--- src/rtl/timer_cmp_out_pkg.sv ---
// Shared timer definitions: output-compare mode codes, prescaler floor
// and the pin-level helpers used by the compare channel.
package timer_cmp_out_pkg;

  localparam logic [2:0] TIM_OCM_NONE = 3'b000;
  localparam logic [2:0] TIM_OCM_SET  = 3'b001;
  localparam logic [2:0] TIM_OCM_CLR  = 3'b010;
  localparam logic [2:0] TIM_OCM_TOG  = 3'b011;
  localparam logic [2:0] TIM_OCM_PWM  = 3'b100;
  localparam logic [2:0] TIM_OCM_ONE  = 3'b101;

  localparam int TIM_PSCR_MIN_VAL = 2;

  // Active level is ~pol, idle level is pol.
  function automatic logic ocm_pin(
    input logic [2:0] mode,
    input logic       pin,
    input logic       hit,
    input logic       lt,
    input logic       pol
  );
    logic r;
    r = pol;
    case (mode)
      TIM_OCM_SET: r = hit ? ~pol : pin;
      TIM_OCM_CLR: r = hit ? pol : pin;
      TIM_OCM_TOG: r = hit ? ~pin : pin;
      TIM_OCM_PWM: r = lt ? ~pol : pol;
      TIM_OCM_ONE: r = hit ? pol : pin;
      default:     r = pol;
    endcase
    return r;
  endfunction

  function automatic logic ocm_start(
    input logic [2:0] mode,
    input logic       cmp_nz,
    input logic       pol
  );
    logic r;
    r = pol;
    case (mode)
      TIM_OCM_ONE: r = ~pol;
      TIM_OCM_PWM: r = cmp_nz ? ~pol : pol;
      default:     r = pol;
    endcase
    return r;
  endfunction

endpackage

--- src/rtl/timer_cmp_out_psc.sv ---
// Prescale tick generator: one tick every max(div, 2) clocks while enabled.
// Divisor is captured at enable start and again on every tick.
module timer_psc
  import timer_cmp_out_pkg::*;
#(
  parameter int PSCR_WIDTH = 20
) (
  input  logic                  clk_i,
  input  logic                  rst_n_i,
  input  logic                  en_i,
  input  logic [PSCR_WIDTH-1:0] div_i,
  output logic                  tick_o
);

  localparam logic [PSCR_WIDTH-1:0] DIV_MIN =
    PSCR_WIDTH'(TIM_PSCR_MIN_VAL);
  localparam logic [PSCR_WIDTH-1:0] ONE =
    PSCR_WIDTH'(1);

  logic                  en_q;
  logic [PSCR_WIDTH-1:0] cnt;
  logic [PSCR_WIDTH-1:0] div_q;
  logic [PSCR_WIDTH-1:0] div_c;
  logic                  start;

  assign div_c  = (div_i < DIV_MIN) ? DIV_MIN : div_i;
  assign start  = en_i & ~en_q;
  assign tick_o = en_i & en_q & (cnt == div_q - ONE);

  always_ff @(posedge clk_i or negedge rst_n_i) begin
    if (!rst_n_i) begin
      en_q  <= 1'b0;
      cnt   <= '0;
      div_q <= '0;
    end else begin
      en_q <= en_i;
      if (!en_i) begin
        cnt <= '0;
      end else if (start || tick_o) begin
        cnt   <= '0;
        div_q <= div_c;
      end else begin
        cnt <= cnt + ONE;
      end
    end
  end

endmodule

--- src/rtl/timer_cmp_out.sv ---
// Output-compare channel: prescaled counter with shadowed period/compare/mode
// driving a registered compare pin plus match/overflow event pulses.
module timer_cmp_out
  import timer_cmp_out_pkg::*;
#(
  parameter int CNT_WIDTH  = 32,
  parameter int PSCR_WIDTH = 20
) (
  input  logic                  clk_i,
  input  logic                  rst_n_i,
  input  logic                  en_i,
  input  logic [2:0]            mode_i,
  input  logic                  pol_i,
  input  logic [PSCR_WIDTH-1:0] pscr_i,
  input  logic [CNT_WIDTH-1:0]  prd_i,
  input  logic [CNT_WIDTH-1:0]  cmp_i,
  output logic                  cmpch_o,
  output logic [CNT_WIDTH-1:0]  cnt_o,
  output logic                  match_o,
  output logic                  ovf_o,
  output logic                  busy_o
);

  logic                 en_q;
  logic                 tick;
  logic                 start;
  logic                 run;
  logic                 wrap;
  logic                 hit;
  logic                 lt;
  logic                 halt;
  logic                 load;
  logic [CNT_WIDTH-1:0] prd_sh;
  logic [CNT_WIDTH-1:0] cmp_sh;
  logic [2:0]           mode_sh;
  logic [CNT_WIDTH-1:0] cnt_nx;
  logic [CNT_WIDTH-1:0] cmp_eff;
  logic [2:0]           mode_eff;
  logic [CNT_WIDTH-1:0] cnt_d;
  logic                 pin_d;
  logic                 busy_d;
  logic                 match_d;
  logic                 ovf_d;

  timer_psc #(
    .PSCR_WIDTH(PSCR_WIDTH)
  ) u_psc (
    .clk_i  (clk_i),
    .rst_n_i(rst_n_i),
    .en_i   (en_i),
    .div_i  (pscr_i),
    .tick_o (tick)
  );

  assign start = en_i & ~en_q;
  assign run   = en_i & en_q & busy_o & tick;
  assign wrap  = (cnt_o == prd_sh);

  // At a wrap the freshly loaded shadows already govern the action.
  assign cnt_nx   = wrap ? '0 : cnt_o + CNT_WIDTH'(1);
  assign cmp_eff  = wrap ? cmp_i : cmp_sh;
  assign mode_eff = wrap ? mode_i : mode_sh;
  assign hit      = (cnt_nx == cmp_eff);
  assign lt       = (cnt_nx < cmp_eff);
  assign halt     = wrap & (mode_sh == TIM_OCM_ONE);

  always_comb begin
    cnt_d   = cnt_o;
    pin_d   = cmpch_o;
    busy_d  = busy_o;
    match_d = 1'b0;
    ovf_d   = 1'b0;
    load    = 1'b0;
    unique case (1'b1)
      !en_i: begin
        cnt_d  = '0;
        busy_d = 1'b0;
        pin_d  = pol_i;
      end
      start: begin
        load   = 1'b1;
        cnt_d  = '0;
        busy_d = 1'b1;
        pin_d  = ocm_start(mode_i, |cmp_i, pol_i);
      end
      run: begin
        cnt_d = cnt_nx;
        ovf_d = wrap;
        load  = wrap;
        if (halt) begin
          busy_d = 1'b0;
          pin_d  = pol_i;
        end else begin
          match_d = hit;
          pin_d   = ocm_pin(mode_eff, cmpch_o, hit, lt, pol_i);
        end
      end
      default: ;
    endcase
  end

  always_ff @(posedge clk_i or negedge rst_n_i) begin
    if (!rst_n_i) begin
      en_q    <= 1'b0;
      cnt_o   <= '0;
      cmpch_o <= 1'b0;
      busy_o  <= 1'b0;
      match_o <= 1'b0;
      ovf_o   <= 1'b0;
      prd_sh  <= '0;
      cmp_sh  <= '0;
      mode_sh <= TIM_OCM_NONE;
    end else begin
      en_q    <= en_i;
      cnt_o   <= cnt_d;
      cmpch_o <= pin_d;
      busy_o  <= busy_d;
      match_o <= match_d;
      ovf_o   <= ovf_d;
      if (load) begin
        prd_sh  <= prd_i;
        cmp_sh  <= cmp_i;
        mode_sh <= mode_i;
      end
    end
  end

endmodule

--- config.mk ---
export PLATFORM = sky130hd
export DESIGN_NAME = timer_cmp_out
export DESIGN_NICKNAME = d
export VERILOG_FILES = /design/src/rtl/timer_cmp_out_pkg.sv /design/src/rtl/timer_cmp_out_psc.sv /design/src/rtl/timer_cmp_out.sv
export SDC_FILE = /design/constraint.sdc
export NUM_CORES = 1
export LEC_CHECK = 0
export CAP_MARGIN = 20
export CORE_UTILIZATION = 55
export DETAILED_ROUTE_END_ITERATION = 10
export HOLD_SLACK_MARGIN = 0.06
export PLACE_DENSITY = 0.9
export SKIP_LAST_GASP = 1
export SYNTH_ARGS = -nofsm -noshare
export SYNTH_HDL_FRONTEND = slang
export SYNTH_SLANG_ARGS = --single-unit
--- constraint.sdc ---
create_clock -name clk_i -period 11.9 [get_ports clk_i]
set_input_delay 1.19 -clock clk_i [delete_from_list [all_inputs] [get_ports clk_i]]
set_output_delay 1.19 -clock clk_i [all_outputs]
set_load 0.02 [all_outputs]
Yosys cells after proc, flatten, opt, wreduce, memory -nomap -nowiden
Index checks and enable logic that the tools add are counted.

operators by class
  add/subtract/negate cells = 3
  muxes and demuxes = 22
  order comparisons = 2
  reduce and logical (&&, ||, !) cells = 10
  equal/unequal tests = 15
  bitwise gates (word level) = 9

operator list
  cell                     number
  $eq A32 B32 Y1           2
  $mux W32                 2
  $pmux W32 S2             1
  $mux W20                 3
  $add A32 B1 Y32 const B  1
  $lt A32 B32 Y1           1
  $reduce_or A32 Y1        1
  $add A20 B1 Y20 const B  1
  $eq A20 B20 Y1           1
  $lt A20 B2 Y1 const B    1
  $sub A20 B1 Y20 const B  1
  $eq A3 B3 Y1 const B     5
  $mux W1                  10
  $ne A4 B4 Y1 const B     2
  $and A1 B1 Y1            6
  $eq A3 B2 Y1 const B     2
  $pmux W1 S3              2
  $ne A4 B2 Y1 const B     1
  $pmux W1 S2              2
  $pmux W1 S4              1
  $reduce_and A2 Y1        2
  $reduce_and A4 Y1        1
  $reduce_or A2 Y1         2
  $eq A3 B1 Y1 const B     1
  7 further kinds          9

word-level totals
  output and inout bits = 36
  register bits after elaboration = 144
  word-level logic and storage cells = 72
  bits of input ports = 91

Depth between registers and ports, before layout
Gate-level depths: netlist of run 1.

  depth in word-level cells = 7
  depth in mapped cells = 19
  gate-level depth less buffers = 18

Cells and area by module
A second synthesis of run 1 with hierarchy kept.

second synthesis, totals
  cells, all modules = 839
  area, all modules = 9039.9 µm²

by module, submodules not included
  module         seq. area each (µm²)  instances  area an instance (µm²)  cells each
  timer_cmp_out  2602.5                1          6387.4                  589
  timer_psc      1026.0                1          2652.5                  250

Worst setup path before layout of run 1
Ideal clock, no wire load.

  kind = reg-to-reg
  start = reg cnt_o[19]
  end = reg cmpch_o
  setup time = 0.088 ns
  required time = 11.812 ns
  data arrival time = 4.374 ns
  slack = 7.438 ns
  path buffers = 4
  stages on the path, launching flop included = 19
  clock period less this slack = 4.462 ns
  cell sequence = dfrtp_1 > clkbuf_1 > xor2_1 > nor4_1 > nand4_1 > nor2_1 > clkbuf_1 > clkbuf_1 > clkbuf_1 > mux2i_1 > ha_1 > nand4_1 > nor3_1 > nand2b_1 > nor4_1 > nor4_1 > o21ai_0 > or3b_2 > a41oi_1

on the way
  longest elaborated chain between the ends = 7
  elaborated cells on any way between the ends = 22
  those cells by class = 1 x add/sub; 1 x order compare; 10 x eq/ne; 7 x mux; 1 x bitwise; 2 x reduce/logical

RTL lines
  what                                                      RTL line                                  RTL
  start, declared                                           timer_cmp_out.sv:18                       output logic [CNT_WIDTH-1:0] cnt_o,
  start signal, assigned                                    timer_cmp_out.sv:115                      cnt_o <= cnt_d;
  $add A32 B1 Y32 / $eq A32 B32 Y1 (equally long branches)  timer_cmp_out.sv:60, timer_cmp_out.sv:57
  $mux W32 (tied with other cells)                          timer_cmp_out.sv:60                       assign cnt_nx = wrap ? '0 : cnt_o + CNT_WIDTH'(1);
  $lt A32 B32 Y1 (tied with other cells)                    timer_cmp_out.sv:64                       assign lt = (cnt_nx < cmp_eff);
  $mux W1 / $reduce_or A2 Y1 (equally long branches)        --
  $pmux W1 S4                                               timer_cmp_out_pkg.sv:24                   case (mode)
  $mux W1                                                   timer_cmp_out.sv:90                       if (halt) begin
  $pmux W1 S3                                               timer_cmp_out.sv:74                       unique case (1'b1)
  end signal, assigned                                      timer_cmp_out.sv:116                      cmpch_o <= pin_d;
  end, declared                                             timer_cmp_out.sv:17                       output logic cmpch_o,

Parallel ways exist; a longest one is shown, timed or not.
A chain may end at the register's enable or synchronous reset.

Worst setup path in the final report of run 1
  start = reg cnt_o[0]
  end = reg cmpch_o

Same word-level chain as after synthesis.

==> insert_results.sql, run 1 <==
INSERT INTO impl_metrics (metric_group, metric, value, unit) VALUES
('run_status', 'status', 'finished clean', ''),
('place', 'place_hpwl', '18.01', 'mm'),
('pwr', 'power.density', '124.5', 'nW/µm²'),
('yosys', 'synth.area.top_cells', 'sky130_fd_sc_hd__dfrtp_1 40%, sky130_fd_sc_hd__mux2_2 10%, sky130_fd_sc_hd__xor2_1 6.3%, sky130_fd_sc_hd__ha_1 4.9%, sky130_fd_sc_hd__mux2i_1 3.9%', ''),
('clocking', 'ctsResizeCount', '0', ''),
('clocking', 'worst_setup_hold_path_clk_slew', '0.06', 'ns'),
('die', 'die_w', '129.6', 'µm'),
('place', 'port_buffers', '126', ''),
('clocking', 'clock_tree.buffer_depth', '2', ''),
('grt', 'grt_pass1_vias', '7639', ''),
('clocking', 'clk-insertion-delay-late', '0.43', 'ns'),
('finish', 'regArea', '3603', 'µm²'),
('yosys', 'syn_area_per_cell', '9.815', 'µm²'),
('yosys', 'post_synthesis_cell_count', '912', ''),
('yosys', 'yosys.cell_types.count', '67', ''),
('timing', 'setup-violations-final', '0', ''),
('timing', 'timing_hold_violations_final', '0', ''),
('timing', 'final_period_minus_worst_setup_slack', '5.424', 'ns'),
('clocking', 'numCtsBuffers', '17', ''),
('yosys', 'synth-seq-cells', '144', ''),
('worst_setup_path', 'cp.required', '12.24', 'ns'),
('drt', 'drt_pre_antenna_iters', '5', ''),
('grt', 'grt_usage', '31.16', '%'),
('worst_setup_path', 'critical_path.startpoint', 'cnt_o[0]', ''),
('min_path', 'hold_path_depth', '1', ''),
('yosys', 'async_flop_share', '100.0', '%'),
('yosys', 'ys.flop_type', 'sky130_fd_sc_hd__dfrtp_1', ''),
('worst_setup_path', 'critPathMostFrequentCell', 'sky130_fd_sc_hd__nor4_1', ''),
('yosys', 'post-synth-top-count-cell', 'sky130_fd_sc_hd__dfrtp_1', ''),
('worst_setup_path', 'cp_max_fo', '7', ''),
('finish', 'antenna_cells', '0', ''),
('timing', 'transition_time_at_the_pin_with_the_least_slew_margin', '0.9892', 'ns'),
('timing', 'post-route-period-util', '45.58', '%'),
('pwr', 'power.total', '0.001368', 'W'),
('finish', 'finish.net_count', '1147', ''),
('job', 'drv.max_cap_violation_count', '0', ''),
('worst_setup_path', 'timing.critical_path.arrival', '5.76', 'ns'),
('min_path', 'hold-path-endpoint', 'cmp_sh[9]', ''),
('drt', 'drc', '0', ''),
('finish', 'fillCellCount', '1162', ''),
('yosys', 'synthesis.yosys.warnings', '0', ''),
('timing', 'report.final.slew_viol_count', '0', ''),
('clocking', 'postCtsHoldBufs', '0', ''),
('timing', 'slew-limit-headroom', '33.44', '%'),
('worst_setup_path', 'path_buf_inv', '0', ''),
('worst_setup_path', 'worst-r2r-cell-count', '18', ''),
('drt', 'detail_route.wl_per_cell', '19.79', 'µm'),
('worst_setup_path', 'worst_path_dominant_cell_family', 'simple AND/OR/NAND/NOR gates', ''),
('clocking', 'clock_tree.root_cell', 'sky130_fd_sc_hd__clkbuf_16', ''),
('grt', 'grt_first_pass_wirelength', '39.87', 'mm'),
('yosys', 'synth_fp_nets', '1038', ''),
('die', 'floorplan.initialDensity', '56.35', '%'),
('drt', 'drt_iter0_drc', '794', ''),
('worst_setup_path', 'regToRegStartpoint', 'cnt_o[0]', ''),
('die', 'floorplan.die.height', '129.6', 'µm'),
('timing', 'skew', '0.01137', 'ns'),
('timing', 'grt_setup_unrepaired', 'no', ''),
('grt', 'maximum_number_of_pins_on_one_net_before_global_route_repair', '76', ''),
('clocking', 'ctsHtreeMaxLevel', '4', ''),
('worst_setup_path', 'crit-reg2reg-capture', 'cmpch_o', ''),
('worst_setup_path', 'cp-start-kind', 'register', ''),
('clocking', 'tritoncts', 'done', ''),
('worst_setup_path', 'crit_path_end_kind', 'register', ''),
('die', 'die_area', '16790', 'µm²'),
('clocking', 'numClockSinks', '144', ''),
('die', 'io_pins', '127', ''),
('worst_setup_path', 'criticalPathCategory', 'reg2reg', ''),
('pwr', 'power.leakage', '4.583', 'nW'),
('clocking', 'cts_post_setup_buffers_inserted', '0', ''),
('die', 'std_cell_rows', '46', ''),
('finish', 'area_growth', '22.81', '%');
[kinds of logic after synthesis]
logic type	count (synthesis)	synth area share, %
flops	144	40.26
xor+xnor	98	9.589
mux	120	14.61
compound gates	90	6.570
fa+ha+maj	35	4.892
simple gates	364	21.12
buf+inv	61	2.963
[where the power goes]
| part | leakage (nW) | internal [W] | switching, W |
|---|---|---|---|
| registers | 1.81 | 0.000534 | 0.0000418 |
| clock network | 0.310 | 0.000354 | 0.000223 |
| logic | 2.46 | 0.000109 | 0.000106 |
[how the worst max path moves through the flow]
stage / endpoint / depth (start not counted)
after CTS: cmpch_o / 18
after global routing: cmpch_o / 18
after floorplan: cmpch_o / 18
after detailed placement: cmpch_o / 18
after global placement: cmp_sh[8] / 10
final: cmpch_o / 18
[layout by cell type, fill, tap and decap left out, types with 5 or more instances in the layout]
| master | count |
|---|---|
| sky130_fd_sc_hd__dfrtp_1 | 144 |
| sky130_fd_sc_hd__xor2_1 | 64 |
| sky130_fd_sc_hd__nor4_1 | 32 |
| sky130_fd_sc_hd__ha_1 | 35 |
| sky130_fd_sc_hd__and3_1 | 13 |
| sky130_fd_sc_hd__clkbuf_16 | 17 |
| sky130_fd_sc_hd__nor2_1 | 76 |
| sky130_fd_sc_hd__or3_1 | 7 |
| sky130_fd_sc_hd__nor3_1 | 15 |
| sky130_fd_sc_hd__xnor2_1 | 34 |
| sky130_fd_sc_hd__and2_1 | 5 |
| sky130_fd_sc_hd__a21o_1 | 6 |
| sky130_fd_sc_hd__o21ai_0 | 22 |
| sky130_fd_sc_hd__mux2i_1 | 35 |
| sky130_fd_sc_hd__mux2_2 | 81 |
| sky130_fd_sc_hd__nand2_1 | 84 |
| sky130_fd_sc_hd__nand3_1 | 53 |
| sky130_fd_sc_hd__nor2b_1 | 11 |
| sky130_fd_sc_hd__clkdlybuf4s50_1 | 125 |
| sky130_fd_sc_hd__a211oi_1 | 8 |
| sky130_fd_sc_hd__nand4_1 | 24 |
| sky130_fd_sc_hd__buf_4 | 5 |
| sky130_fd_sc_hd__and4_1 | 6 |
| sky130_fd_sc_hd__nand3b_1 | 5 |
| sky130_fd_sc_hd__a21oi_1 | 22 |
| sky130_fd_sc_hd__inv_1 | 18 |
[worst register-to-register path: stages, from the launching register on]
cell and delay [ns]:
sky130_fd_sc_hd__dfrtp_1 0.54, sky130_fd_sc_hd__ha_1 0.27, sky130_fd_sc_hd__nand2_1 0.09, sky130_fd_sc_hd__nor4_1 0.82, sky130_fd_sc_hd__and4_1 0.39, sky130_fd_sc_hd__nand4_1 0.20, sky130_fd_sc_hd__nor2_1 0.41, sky130_fd_sc_hd__and2_1 0.25
sky130_fd_sc_hd__xnor2_1 0.18, sky130_fd_sc_hd__nor2_1 0.09, sky130_fd_sc_hd__ha_1 0.33, sky130_fd_sc_hd__nand4_1 0.18, sky130_fd_sc_hd__nor3_1 0.28, sky130_fd_sc_hd__nand2b_1 0.11, sky130_fd_sc_hd__nor4_1 0.25, sky130_fd_sc_hd__nor4_1 0.11
sky130_fd_sc_hd__o21ai_0 0.16, sky130_fd_sc_hd__or3b_2 0.46, sky130_fd_sc_hd__a41oi_1 0.23
[metrics by stage]
step | util (%) | setup slack, ns | area [µm²] | cells | hold slack [ns]
after floorplan | - | 7.438 | 8951 | 912 | 0.4720
after global placement | 65.04 | 6.428 | 10330 | 1216 | 0.4862
after detailed placement | 65.13 | 6.683 | 10350 | 1217 | 0.4947
after CTS | 69.11 | 6.632 | 10980 | 1249 | 0.5087
after global routing | 69.20 | 6.157 | 10990 | 1250 | 0.5219
final | 69.20 | 6.476 | 10990 | 1250 | 0.5107
[metal layers]
| metal | vias up | GRT usage [%] | routed length [µm] |
|---|---|---|---|
| met5 | - | 0 | 0 |
| met4 | 0 | 13.41 | 826 |
| met3 | 71 | 7.184 | 2310 |
| met2 | 423 | 48.88 | 11430 |
| met1 | 3763 | 41.41 | 10170 |
| li1 | 3507 | - | - |
[registers in the layout, summed over array words and instances, names as in the netlist, 3 cells and up]
register / flops
cmp_sh: 32
cnt_o: 32
prd_sh: 32
u_psc.cnt: 20
u_psc.div_q: 20
mode_sh: 3
[final cells by class]
type                    instances  area share, %
inverters                      18         0.6146
clock buffers                  17          3.870
clock inverters                15          1.878
repair buffers                133          12.10
well taps                     216          2.458
flip-flops and latches        144          32.78
multi-input cells             707          46.30
Power figures use the tool's default switching activity.
==> inputs of run 2 (changes only) <==
Settings changed: CORE_UTILIZATION 55 to 50, PLACE_DENSITY 0.9 to 0.87.
Clock period 11.9 ns to 4.5 ns, I/O delays scaled along.
==> run 2 against run 1 <==
Clock power grew 140%. Via count is 2.1% higher. Highest routed layer unchanged. Cell count increased by 3.9%. Critical path depth rose by 1. Die area rose by 9.8%.
==> insert_results.sql, run 2 (synthesis gave the netlist of run 1 again) <==
INSERT INTO impl_metrics (metric_group, metric, value, unit) VALUES
('finish', 'fin_util', '65.36', '%'),
('run_status', 'status', 'finished clean', ''),
('drt', 'route.vias.total', '7928', ''),
('pwr', 'power.switching_fraction', '27.31', '%'),
('finish', 'finish.net_count', '1186', ''),
('timing', 'final_period_minus_worst_setup_slack', '4.311', 'ns'),
('die', 'placeableCoreArea', '17420', 'µm²'),
('timing', 'timing.setup.tns', '0', 'ns'),
('grt', 'grt_pass1_vias', '7753', ''),
('worst_setup_path', 'criticalPathCategory', 'reg2reg', ''),
('clocking', 'clock_tree.buffer_depth', '2', ''),
('clocking', 'numClockSinks', '144', ''),
('min_path', 'holdCritPathClass', 'in2async', ''),
('timing', 'slew-limit-headroom', '35.02', '%'),
('clocking', 'clk-insertion-delay-late', '0.43', 'ns'),
('clocking', 'clock_tree.root_cell', 'sky130_fd_sc_hd__clkbuf_16', ''),
('die', 'floorplan.initialDensity', '51.39', '%'),
('pwr', 'power.ir.vdd_worst', '0.3140', 'mV'),
('drt', 'detail_route.wl_per_cell', '19.76', 'µm'),
('timing', 'report.final.slew_viol_count', '0', ''),
('clocking', 'ctsHtreeMaxLevel', '4', ''),
('finish', 'area_growth', '27.17', '%'),
('worst_setup_path', 'cp-start-kind', 'register', ''),
('finish', 'final_common_cell', 'sky130_fd_sc_hd__dfrtp_1', ''),
('die', 'die_area', '18440', 'µm²'),
('drt', 'drt_pre_antenna_iters', '6', ''),
('timing', 'setup-violations-final', '0', ''),
('drt', 'highest-signal-layer', 'met4', ''),
('pwr', 'power.leakage', '4.781', 'nW'),
('clocking', 'postCtsHoldBufs', '0', ''),
('drt', 'm1WireLength', '11.01', 'mm'),
('worst_setup_path', 'crit_path_end_kind', 'register', ''),
('drt', 'drc', '0', ''),
('clocking', 'worst_setup_hold_path_clk_slew', '0.06', 'ns'),
('pwr', 'power.total', '0.003517', 'W'),
('timing', 'post-route-period-util', '95.79', '%'),
('grt', 'grt_first_pass_wirelength', '39.68', 'mm'),
('worst_setup_path', 'regToRegStartpoint', 'cnt_o[1]', ''),
('drt', 'detail-route-antenna-nets', '0', ''),
('drt', 'avgViaCountPerCell', '6.103', ''),
('timing', 'timing_hold_violations_final', '0', ''),
('pwr', 'pwr-share-comb', '16.7', '%'),
('pwr', 'p_seq_share', '43.3', '%'),
('die', 'floorplan.die.height', '135.8', 'µm'),
('grt', 'maximum_number_of_pins_on_one_net_before_global_route_repair', '81', ''),
('die', 'std_cell_rows', '48', ''),
('timing', 'skew', '0.01404', 'ns'),
('grt', 'grt_overflow', '0', ''),
('pwr', 'clock_power_share', '40.0', '%'),
('worst_setup_path', 'cp_max_fo', '5', ''),
('grt', 'grt_usage', '28.19', '%'),
('worst_setup_path', 'ff2ff_setup_slack', '0.19', 'ns'),
('drt', 'wl_met2', '12.07', 'mm'),
('place', 'port_buffers', '126', ''),
('die', 'io_pins', '127', ''),
('timing', 'max_freq', '232.0', 'MHz'),
('finish', 'mostFrequentLayoutCells', '144 x sky130_fd_sc_hd__dfrtp_1, 125 x sky130_fd_sc_hd__clkdlybuf4s50_1, 84 x sky130_fd_sc_hd__nand2_1, 81 x sky130_fd_sc_hd__mux2_2, 73 x sky130_fd_sc_hd__nor2_1', ''),
('job', 'drv.max_cap_violation_count', '0', ''),
('timing', 'transition_time_at_the_pin_with_the_least_slew_margin', '0.9658', 'ns'),
('worst_setup_path', 'cp.required', '4.84', 'ns'),
('place', 'place_hpwl', '18.65', 'mm'),
('pwr', 'net-switching-power', '0.0009604', 'W'),
('place', 'place.gp.congestion', '0.9228', ''),
('pwr', 'power.density', '309.0', 'nW/µm²'),
('grt', 'grt_antenna_before_repair', '1', ''),
('pwr', 'cell_internal_pwr', '0.002557', 'W'),
('finish', 'biggestRegsByFlops', 'cmp_sh (32), cnt_o (32), prd_sh (32)', ''),
('die', 'die_w', '135.8', 'µm'),
('worst_setup_path', 'timing.critical_path.arrival', '4.65', 'ns'),
('drt', 'routed_wirelength', '25.67', 'mm'),
('drt', 'wl_met3', '1.816', 'mm'),
('drt', 'drt_iter0_drc', '840', ''),
('place', 'dpl.cell_count', '1259', ''),
('clocking', 'numCtsBuffers', '17', ''),
('clocking', 'tritoncts', 'done', ''),
('worst_setup_path', 'critical_path.startpoint', 'cnt_o[1]', ''),
('finish', 'share_of_layout_cells_above_drive_strength_1', '17.89', '%'),
('finish', 'layout.cells.non_filler', '1299', '');
run 2: repair_timing:
item / CTS / global route
buffers inserted: 0 / 7
gates resized for setup: 5 / 14
endpoints found under the hold margin: 0 / 0
endpoints found under the setup margin: 1 / 1
pin swaps: 0 / 6
run 2: layer usage:
layer  vias to the layer above  GRT usage, %
li1                       3581             -
met1                      3892         38.20
met2                       392         44.08
met3                        63         4.938
met4                         0         12.48
met5                         -             0
run 2: critical path: stages, from the launching register on:
cell,delay [ns]
sky130_fd_sc_hd__dfrtp_1,0.39
sky130_fd_sc_hd__ha_2,0.23
sky130_fd_sc_hd__nand2_1,0.09
sky130_fd_sc_hd__nor4_2,0.23
sky130_fd_sc_hd__buf_4,0.17
sky130_fd_sc_hd__and4_2,0.29
sky130_fd_sc_hd__nand4_1,0.21
sky130_fd_sc_hd__nor2_4,0.20
sky130_fd_sc_hd__nand2_1,0.12
sky130_fd_sc_hd__xnor2_1,0.24
sky130_fd_sc_hd__nor2_1,0.07
sky130_fd_sc_hd__ha_1,0.32
sky130_fd_sc_hd__nand4_1,0.17
sky130_fd_sc_hd__nor3_2,0.25
sky130_fd_sc_hd__nand2b_1,0.15
sky130_fd_sc_hd__o22ai_1,0.22
sky130_fd_sc_hd__nor4_2,0.06
sky130_fd_sc_hd__o21ai_0,0.14
sky130_fd_sc_hd__or3b_2,0.47
sky130_fd_sc_hd__a41oi_2,0.18
run 2: worst paths after layout:
kind | endpoint | depth (start not counted)
worst max-delay path | cmpch_o | 19
worst min-delay path | u_psc.div_q[14] | 1
worst max register to register | cmpch_o | 19
worst min register to register | cmp_sh[24] | 1
max in group asynchronous | prd_sh[24] | 2
min in group clk_i | cmp_sh[24] | 1
run 2: power groups by stage:
stage          clock (W)  combinational [W]  sequential [W]
6_report         0.00141           0.000589         0.00152
5_1_grt          0.00147           0.000637         0.00154
4_1_cts          0.00142           0.000576         0.00152
3_5_place_dp           0           0.000569         0.00154
3_3_place_gp           0           0.000550         0.00153
2_1_floorplan          0           0.000357         0.00150
run 2: through the flow:
stage / area [µm²] / hold WS, ns / setup WS (ns)
after floorplan: 8951 / 0.1544 / 0.03775
after global placement: 10650 / 0.4885 / 0.2536
after detailed placement: 10650 / 0.4955 / -0.1152
after CTS: 11260 / 0.09603 / 0.04658
after global routing: 11380 / 0.1192 / -0.01166
final: 11380 / 0.06606 / 0.1895
run 2: final cells by class:
cell class,instances,area [µm²]
Tap cell,225,281.5
Inverter,18,67.56
Clock inverter,12,135.1
Sequential cell,144,3603
Timing Repair Buffer,172,1662
Multi-Input combinational cell,707,5175
Clock buffer,20,456.7
Fill cell,1305,6033
Antenna cell,1,2.502
==> inputs of run 3 (changes only) <==
Settings changed: CORE_ASPECT_RATIO from default to 1.1, CORE_MARGIN from default to 3.
==> run 3 against run 2 <==
Register-to-register slack about the same. Sequential share of layout area is 0.26 points higher. Count of clock-buffer cells in the layout grew 2. Via count fell by 1.5%. Hold slack improved by 0.44 ns. Sequential power about the same. Non-clock buffer count down 11. First-iteration DRC count is 39% lower. Critical path type unchanged. Critical endpoint unchanged. Largest power group unchanged.
==> insert_results.sql, run 3 (synthesis gave the netlist of run 1 again) <==
INSERT INTO impl_metrics (metric_group, metric, value, unit) VALUES
('timing', 'slew-limit-headroom', '41.27', '%'),
('place', 'port_buffers', '126', ''),
('timing', 'final.hold.worst_slack', '0.5064', 'ns'),
('die', 'die_area', '19550', 'µm²'),
('worst_setup_path', 'worst-r2r-cell-count', '18', ''),
('grt', 'grt_first_pass_wirelength', '40.46', 'mm'),
('grt', 'grt_antenna_before_repair', '0', ''),
('worst_setup_path', 'cp-start-kind', 'register', ''),
('place', 'place.gp.congestion', '0.9296', ''),
('timing', 'skew', '0.01505', 'ns'),
('clocking', 'clock_tree.buffer_depth', '2', ''),
('pwr', 'power.leakage', '4.710', 'nW'),
('drt', 'detail-route-antenna-nets', '0', ''),
('die', 'placeableCoreArea', '17270', 'µm²'),
('grt', 'grt_usage', '25.98', '%'),
('clocking', 'tritoncts', 'done', ''),
('timing', 'transition_time_at_the_pin_with_the_least_slew_margin', '0.8729', 'ns'),
('pwr', 'net-switching-power', '0.0009517', 'W'),
('die', 'std_cell_rows', '50', ''),
('worst_setup_path', 'criticalPathCategory', 'reg2reg', ''),
('drt', 'drc', '0', ''),
('die', 'floorplan.initialDensity', '51.84', '%'),
('clocking', 'numClockSinks', '144', ''),
('clocking', 'clk-insertion-delay-late', '0.43', 'ns'),
('min_path', 'holdCritPathClass', 'reg2reg', ''),
('finish', 'antenna_cells', '0', ''),
('pwr', 'clock_power_share', '38.6', '%'),
('worst_setup_path', 'cp_max_fo', '5', ''),
('pwr', 'power.total', '0.003415', 'W'),
('drt', 'drt_iter0_drc', '513', ''),
('place', 'dpl.cell_count', '1258', ''),
('pwr', 'cell_internal_pwr', '0.002463', 'W'),
('finish', 'area_growth', '26.14', '%'),
('timing', 'max_freq', '232.3', 'MHz'),
('drt', 'avgViaCountPerCell', '6.025', ''),
('timing', 'timing.setup.tns', '0', 'ns'),
('timing', 'report.final.slew_viol_count', '0', ''),
('timing', 'timing_hold_violations_final', '0', ''),
('grt', 'grt_overflow', '0', ''),
('grt', 'grt_pass1_vias', '7962', ''),
('drt', 'drt_pre_antenna_iters', '5', ''),
('finish', 'layout.cells.non_filler', '1296', ''),
('timing', 'setup_slack', '0.1954', 'ns'),
('pwr', 'pwr-share-comb', '16.9', '%'),
('clocking', 'clock_tree.root_cell', 'sky130_fd_sc_hd__clkbuf_16', ''),
('clocking', 'numCtsBuffers', '17', ''),
('pwr', 'power.switching_fraction', '27.87', '%'),
('finish', 'mostFrequentLayoutCells', '144 x sky130_fd_sc_hd__dfrtp_1, 125 x sky130_fd_sc_hd__clkdlybuf4s50_1, 84 x sky130_fd_sc_hd__nand2_1, 81 x sky130_fd_sc_hd__mux2_2, 73 x sky130_fd_sc_hd__nor2_1', ''),
('finish', 'share_of_layout_cells_above_drive_strength_1', '17.04', '%'),
('timing', 'final_period_minus_worst_setup_slack', '4.305', 'ns'),
('worst_setup_path', 'crit_path_end_kind', 'register', ''),
('timing', 'post-route-period-util', '95.66', '%'),
('die', 'floorplan.die.height', '146.3', 'µm'),
('die', 'io_pins', '127', ''),
('drt', 'detail_route.wl_per_cell', '19.58', 'µm'),
('finish', 'final_common_cell', 'sky130_fd_sc_hd__dfrtp_1', ''),
('pwr', 'power.density', '302.4', 'nW/µm²'),
('clocking', 'worst_setup_hold_path_clk_slew', '0.06', 'ns'),
('worst_setup_path', 'timing.critical_path.arrival', '4.64', 'ns'),
('place', 'dpl_worst_slack', '0.007398', 'ns'),
('pwr', 'p_seq_share', '44.5', '%'),
('min_path', 'hold_path_depth', '1', ''),
('place', 'place_hpwl', '18.75', 'mm'),
('drt', 'route.vias.total', '7809', ''),
('timing', 'setup-violations-final', '0', ''),
('pwr', 'power.ir.vdd_worst', '0.3249', 'mV'),
('finish', 'biggestRegsByFlops', 'cmp_sh (32), cnt_o (32), prd_sh (32)', ''),
('job', 'drv.max_cap_violation_count', '0', ''),
('finish', 'finish.net_count', '1175', ''),
('clocking', 'ctsHtreeMaxLevel', '4', ''),
('grt', 'maximum_number_of_pins_on_one_net_before_global_route_repair', '60', ''),
('die', 'die_w', '133.6', 'µm'),
('drt', 'routed_wirelength', '25.37', 'mm'),
('worst_setup_path', 'cp.required', '4.84', 'ns'),
('run_status', 'status', 'finished clean', '');
## run 3: changes by cell type in the layout (fill, tap and decap cells not counted), moves of 2 or more
cell / previous run / this run
sky130_fd_sc_hd__buf_4: 41 / 30
sky130_fd_sc_hd__nor4_1: 26 / 24
sky130_fd_sc_hd__clkinv_4: 3 / 1
sky130_fd_sc_hd__bufinv_16: 2 / 0
sky130_fd_sc_hd__nor4_2: 6 / 8
sky130_fd_sc_hd__a211oi_1: 8 / 6
sky130_fd_sc_hd__a211oi_2: 0 / 2
## run 3: path summary, 6_finish.rpt
| path | from | endpoint | slack, ns |
|---|---|---|---|
| setup / recovery | cnt_o[1] | cmpch_o | 0.20 |
| hold / removal | cmp_sh[17] | cmp_sh[17] | 0.51 |
| setup reg to reg | cnt_o[1] | cmpch_o | 0.20 |
| hold reg to reg | cmp_sh[17] | cmp_sh[17] | 0.51 |
| max in group asynchronous | rst_n_i | cmp_sh[29] | 2.93 |
| min in group asynchronous | rst_n_i | u_psc.div_q[16] | 0.57 |
## run 3: power by group through the flow
| stage | registers (W) | clock network (W) | logic [W] |
|---|---|---|---|
| finish | 0.00152 | 0.00132 | 0.000577 |
| global route | 0.00153 | 0.00139 | 0.000631 |
| CTS | 0.00152 | 0.00134 | 0.000567 |
| detailed placement | 0.00154 | 0 | 0.000559 |
| global placement | 0.00153 | 0 | 0.000537 |
| floorplan | 0.00150 | 0 | 0.000357 |
## run 3: final cells by class
cell class | instances | area, µm²
inverters | 18 | 67.56
well taps | 234 | 292.8
fillers | 1328 | 5976
clock inverters | 10 | 77.57
clock buffers | 22 | 474.2
multi-input cells | 707 | 5192
repair buffers | 161 | 1583
flip-flops and latches | 144 | 3603
## run 3: per-stage QoR
stage / utilization, % / instance area [µm²]
final: 65.39 / 11290
after global placement: 61.22 / 10570
after floorplan: - / 8951
after detailed placement: 61.22 / 10570
after CTS: 64.51 / 11140
after global routing: 65.39 / 11290
## run 3: what timing repair did
item | 4_1_cts | 5_1_grt
buffers inserted | 0 | 4
hold endpoints to repair | 56 | 0
endpoints found under the setup margin | 1 | 1
gates cloned | 0 | 1
pin swaps | 0 | 2
resized for setup | 2 | 19
hold buffers | 1 | 0
## run 3: per-layer routing
layer	vias up	wire, µm	GRT usage (%)
met4	0	1247	11.93
met5	-	0	0
met1	3825	9891	30.67
li1	3553	-	-
met2	342	12740	45.58
met3	89	1494	5.134
## run 3: critical path: stages, from the launching register on
cell and delay (ns):
sky130_fd_sc_hd__dfrtp_1 0.41, sky130_fd_sc_hd__ha_2 0.24, sky130_fd_sc_hd__nand2_1 0.10, sky130_fd_sc_hd__nor4_2 0.32, sky130_fd_sc_hd__and4_2 0.31, sky130_fd_sc_hd__nand4_1 0.20, sky130_fd_sc_hd__nor2_4 0.20, sky130_fd_sc_hd__and2_1 0.20
sky130_fd_sc_hd__xnor2_1 0.13, sky130_fd_sc_hd__nor2_1 0.08, sky130_fd_sc_hd__ha_1 0.31, sky130_fd_sc_hd__nand4_1 0.17, sky130_fd_sc_hd__nor3_2 0.24, sky130_fd_sc_hd__nand2b_1 0.15, sky130_fd_sc_hd__nor4_4 0.24, sky130_fd_sc_hd__nor4_2 0.08
sky130_fd_sc_hd__o21ai_0 0.17, sky130_fd_sc_hd__or3b_2 0.46, sky130_fd_sc_hd__a41oi_1 0.20
==> variant, RTL diff (flow settings as in run 3) <==
Register the inputs `en_i`, `mode_i`, `pol_i`, `pscr_i`, `prd_i` and `cmp_i` before use, without a reset. The logic sees them one clock later.
--- a/src/rtl/timer_cmp_out.sv
+++ b/src/rtl/timer_cmp_out.sv
@@ -22,2 +22,18 @@
 );
+
+  logic en_r;
+  logic [2:0] mode_q;
+  logic pol_q;
+  logic [PSCR_WIDTH-1:0] pscr_q;
+  logic [CNT_WIDTH-1:0] prd_q;
+  logic [CNT_WIDTH-1:0] cmp_q;
+
+  always_ff @(posedge clk_i) begin
+    en_r   <= en_i;
+    mode_q <= mode_i;
+    pol_q  <= pol_i;
+    pscr_q <= pscr_i;
+    prd_q  <= prd_i;
+    cmp_q  <= cmp_i;
+  end
 
@@ -49,4 +65,4 @@
     .rst_n_i(rst_n_i),
-    .en_i   (en_i),
-    .div_i  (pscr_i),
+    .en_i   (en_r),
+    .div_i  (pscr_q),
     .tick_o (tick)
@@ -54,4 +70,4 @@
 
-  assign start = en_i & ~en_q;
-  assign run   = en_i & en_q & busy_o & tick;
+  assign start = en_r & ~en_q;
+  assign run   = en_r & en_q & busy_o & tick;
   assign wrap  = (cnt_o == prd_sh);
@@ -60,4 +76,4 @@
   assign cnt_nx   = wrap ? '0 : cnt_o + CNT_WIDTH'(1);
-  assign cmp_eff  = wrap ? cmp_i : cmp_sh;
-  assign mode_eff = wrap ? mode_i : mode_sh;
+  assign cmp_eff  = wrap ? cmp_q : cmp_sh;
+  assign mode_eff = wrap ? mode_q : mode_sh;
   assign hit      = (cnt_nx == cmp_eff);
@@ -74,6 +90,6 @@
     unique case (1'b1)
-      !en_i: begin
+      !en_r: begin
         cnt_d  = '0;
         busy_d = 1'b0;
-        pin_d  = pol_i;
+        pin_d  = pol_q;
       end
@@ -83,3 +99,3 @@
         busy_d = 1'b1;
-        pin_d  = ocm_start(mode_i, |cmp_i, pol_i);
+        pin_d  = ocm_start(mode_q, |cmp_q, pol_q);
       end
@@ -91,6 +107,6 @@
           busy_d = 1'b0;
-          pin_d  = pol_i;
+          pin_d  = pol_q;
         end else begin
           match_d = hit;
-          pin_d   = ocm_pin(mode_eff, cmpch_o, hit, lt, pol_i);
+          pin_d   = ocm_pin(mode_eff, cmpch_o, hit, lt, pol_q);
         end
@@ -113,3 +129,3 @@
     end else begin
-      en_q    <= en_i;
+      en_q    <= en_r;
       cnt_o   <= cnt_d;
@@ -120,5 +136,5 @@
       if (load) begin
-        prd_sh  <= prd_i;
-        cmp_sh  <= cmp_i;
-        mode_sh <= mode_i;
+        prd_sh  <= prd_q;
+        cmp_sh  <= cmp_q;
+        mode_sh <= mode_q;
       end
Behaviour: not the same (a bounded check fails within 4 cycles, from zero or initial values and one cycle with rst_n_i low).
==> variant against run 3 <==
Setup slack improved by 0.17 ns; first-iteration DRC count increased by 15%; area after synthesis increased by 19%; power increased by 45%; die area increased by 18%; design area increased by 15%; sequential cell count increased by 89; non-clock buffer count decreased by 21; routed wire length increased by 5.5%; sequential share of layout area increased by 9.4 points; critical path type unchanged; largest cell class is now flip-flops and latches; highest routed layer unchanged.
==> variant: results (changes against run 3) <==
[status]
outcome=completed

[worst_setup_path]
path_max_fanout=48  ; +43
arrival_ns=4.54  ; -0.10 ns
cp_slowest_cell=or4_1
cpPeakStageDelay_ns=0.50  ; +0.04 ns
crit_start=cnt_o[28]
start_kind=flop
path_delay_family=simple AND/OR/NAND/NOR gates
r2r_cells=14  ; -4
reg2reg_from=cnt_o[28]

[yosys]
synth.area.mux_share_pct=12.8  ; -1.8 points
ys_seq_area_share_pct=50.7  ; +10 points
synthArstFlopShare_pct=61.8  ; -38 points
synthXorXnorAreaFrac_pct=7.99  ; -1.6 points
syn_nets=1103  ; +6.3%
synthTopCellsByCount=144 x dfrtp_1, 89 x dfxtp_1, 82 x nand2_1
ys_warn_count=0  ; unchanged
yosys.area_share.adder_pct=4.12  ; -0.77 points
synth_compound_area_share_pct=5.37  ; -1.2 points
synth_area_leaders=dfrtp_1 34%, dfxtp_1 17%, xor2_1 5.4%, mux2_2 5.3%, ha_1 4.1%
ys_types=55  ; -18%

[global_route]
first_global_vias=8354  ; +4.9%
antenna_found_initial=0  ; unchanged
grt_usage_pct=22.8  ; -3.2 points
grt_start_max_net_pins=105  ; +75%
grt_pass1_wl_um=43300  ; +7.1%

[sta]
skew_ns=0.0188  ; +0.00371 ns
max_slew.worst_pin.slew_ns=1.01  ; +0.133 ns

[clock_network]
ctsHoldBuffers=0  ; -1
postCtsSetupRepairBufs=0  ; unchanged
cts.path.max_buffers=3  ; +1
clkTransAtPathRegs_ns=0.07
cts_resized=0  ; -2
htreeDepth=1  ; -3
cts_buffers=24  ; +7
clk_latency_ns=0.53  ; +0.10 ns
root_buffer=clkbuf_16

[detailed_routing]
first_pass_iters=5  ; unchanged
wl_um=26800  ; +5.5%
via_per_inst=5.73  ; -4.9%
first_iter_violations=588  ; +15%
drc=0  ; unchanged

[power_and_ir_drop]
ir_drop_v=0.000303  ; -6.7%
switching_share_pct=24.4  ; -3.5 points
power_leakage_nw=5.58  ; +19%

[placement]
dp_slack_ns=0.472  ; +0.465 ns
numPortBuffers=126  ; unchanged
gp_congestion=0.906  ; -2.5%
dp_hpwl_um=19000  ; +1.4%

[layout]
layout.nets=1223  ; +4.1%
antenna_cells=0  ; unchanged
layout-drive-gt1-share_pct=10.5  ; -6.6 points
fillCellCount=1596  ; +20%

[worst_hold_path]
hold_class=input pin to asynchronous set/reset pin

-- variant: final timing paths --
kind | endpoint | slack, ns
worst max-delay path | cmpch_o | 0.36
min in group clk_i | prd_q[23] | 0.36
worst max register to register | cmpch_o | 0.36
worst min-delay path | cnt_o[21] | 0.08
max in group asynchronous | cmp_sh[11] | 3.27
worst min register to register | prd_sh[14] | 0.44
-- variant: logic make-up (layout without fill, tap and decap cells) --
family                   count (synthesis)  count (layout)
AO/OA/AOI/OAI                           86              86
flip-flops                             233             233
adder cells (fa/ha/maj)                 35              35
multiplexers                           125             125
AND/OR/NAND/NOR                        346             346
XOR/XNOR                                97              97
buffers and inverters                   55             193
-- variant: layer usage --
metal / part of all wire (%) / global-route usage [%] / wire length (um)
met5: 0 / 0 / 0
met4: 4.2 / 8.60 / 1130
met3: 6.6 / 4.36 / 1770
met2: 52 / 41.6 / 13800
met1: 38 / 26.5 / 10100
-- variant: cell type report --
| class | count | area share (%) |
|---|---|---|
| tap | 285 | 2.74 |
| clock inverter | 14 | 1.04 |
| inverter | 9 | 0.259 |
| multi-input combinational | 689 | 38.5 |
| timing repair buffer | 140 | 10.7 |
| sequential | 233 | 41.3 |
| clock buffer | 30 | 5.43 |
-- variant: power groups by stage --
stage / logic, mW / registers [mW] / clock network (mW)
final: 0.506 / 2.39 / 2.07
after global routing: 0.562 / 2.40 / 2.18
after CTS: 0.508 / 2.39 / 2.10
after detailed placement: 0.502 / 2.42 / 0
after global placement: 0.486 / 2.42 / 0
after floorplan: 0.325 / 2.37 / 0
-- variant: through the flow --
step / instances / instance area (um2) / utilization (%) / hold slack, ns / power (mW)
floorplan: 977 / 10600 / - / 0.154 / 2.69
global placement: 1356 / 12200 / 58.8 / 0.421 / 2.90
detailed placement: 1356 / 12200 / 58.8 / 0.424 / 2.93
CTS: 1400 / 13000 / 62.9 / 0.118 / 4.99
global route: 1400 / 13000 / 62.9 / 0.157 / 5.15
finish: 1400 / 13000 / 62.9 / 0.0752 / 4.96
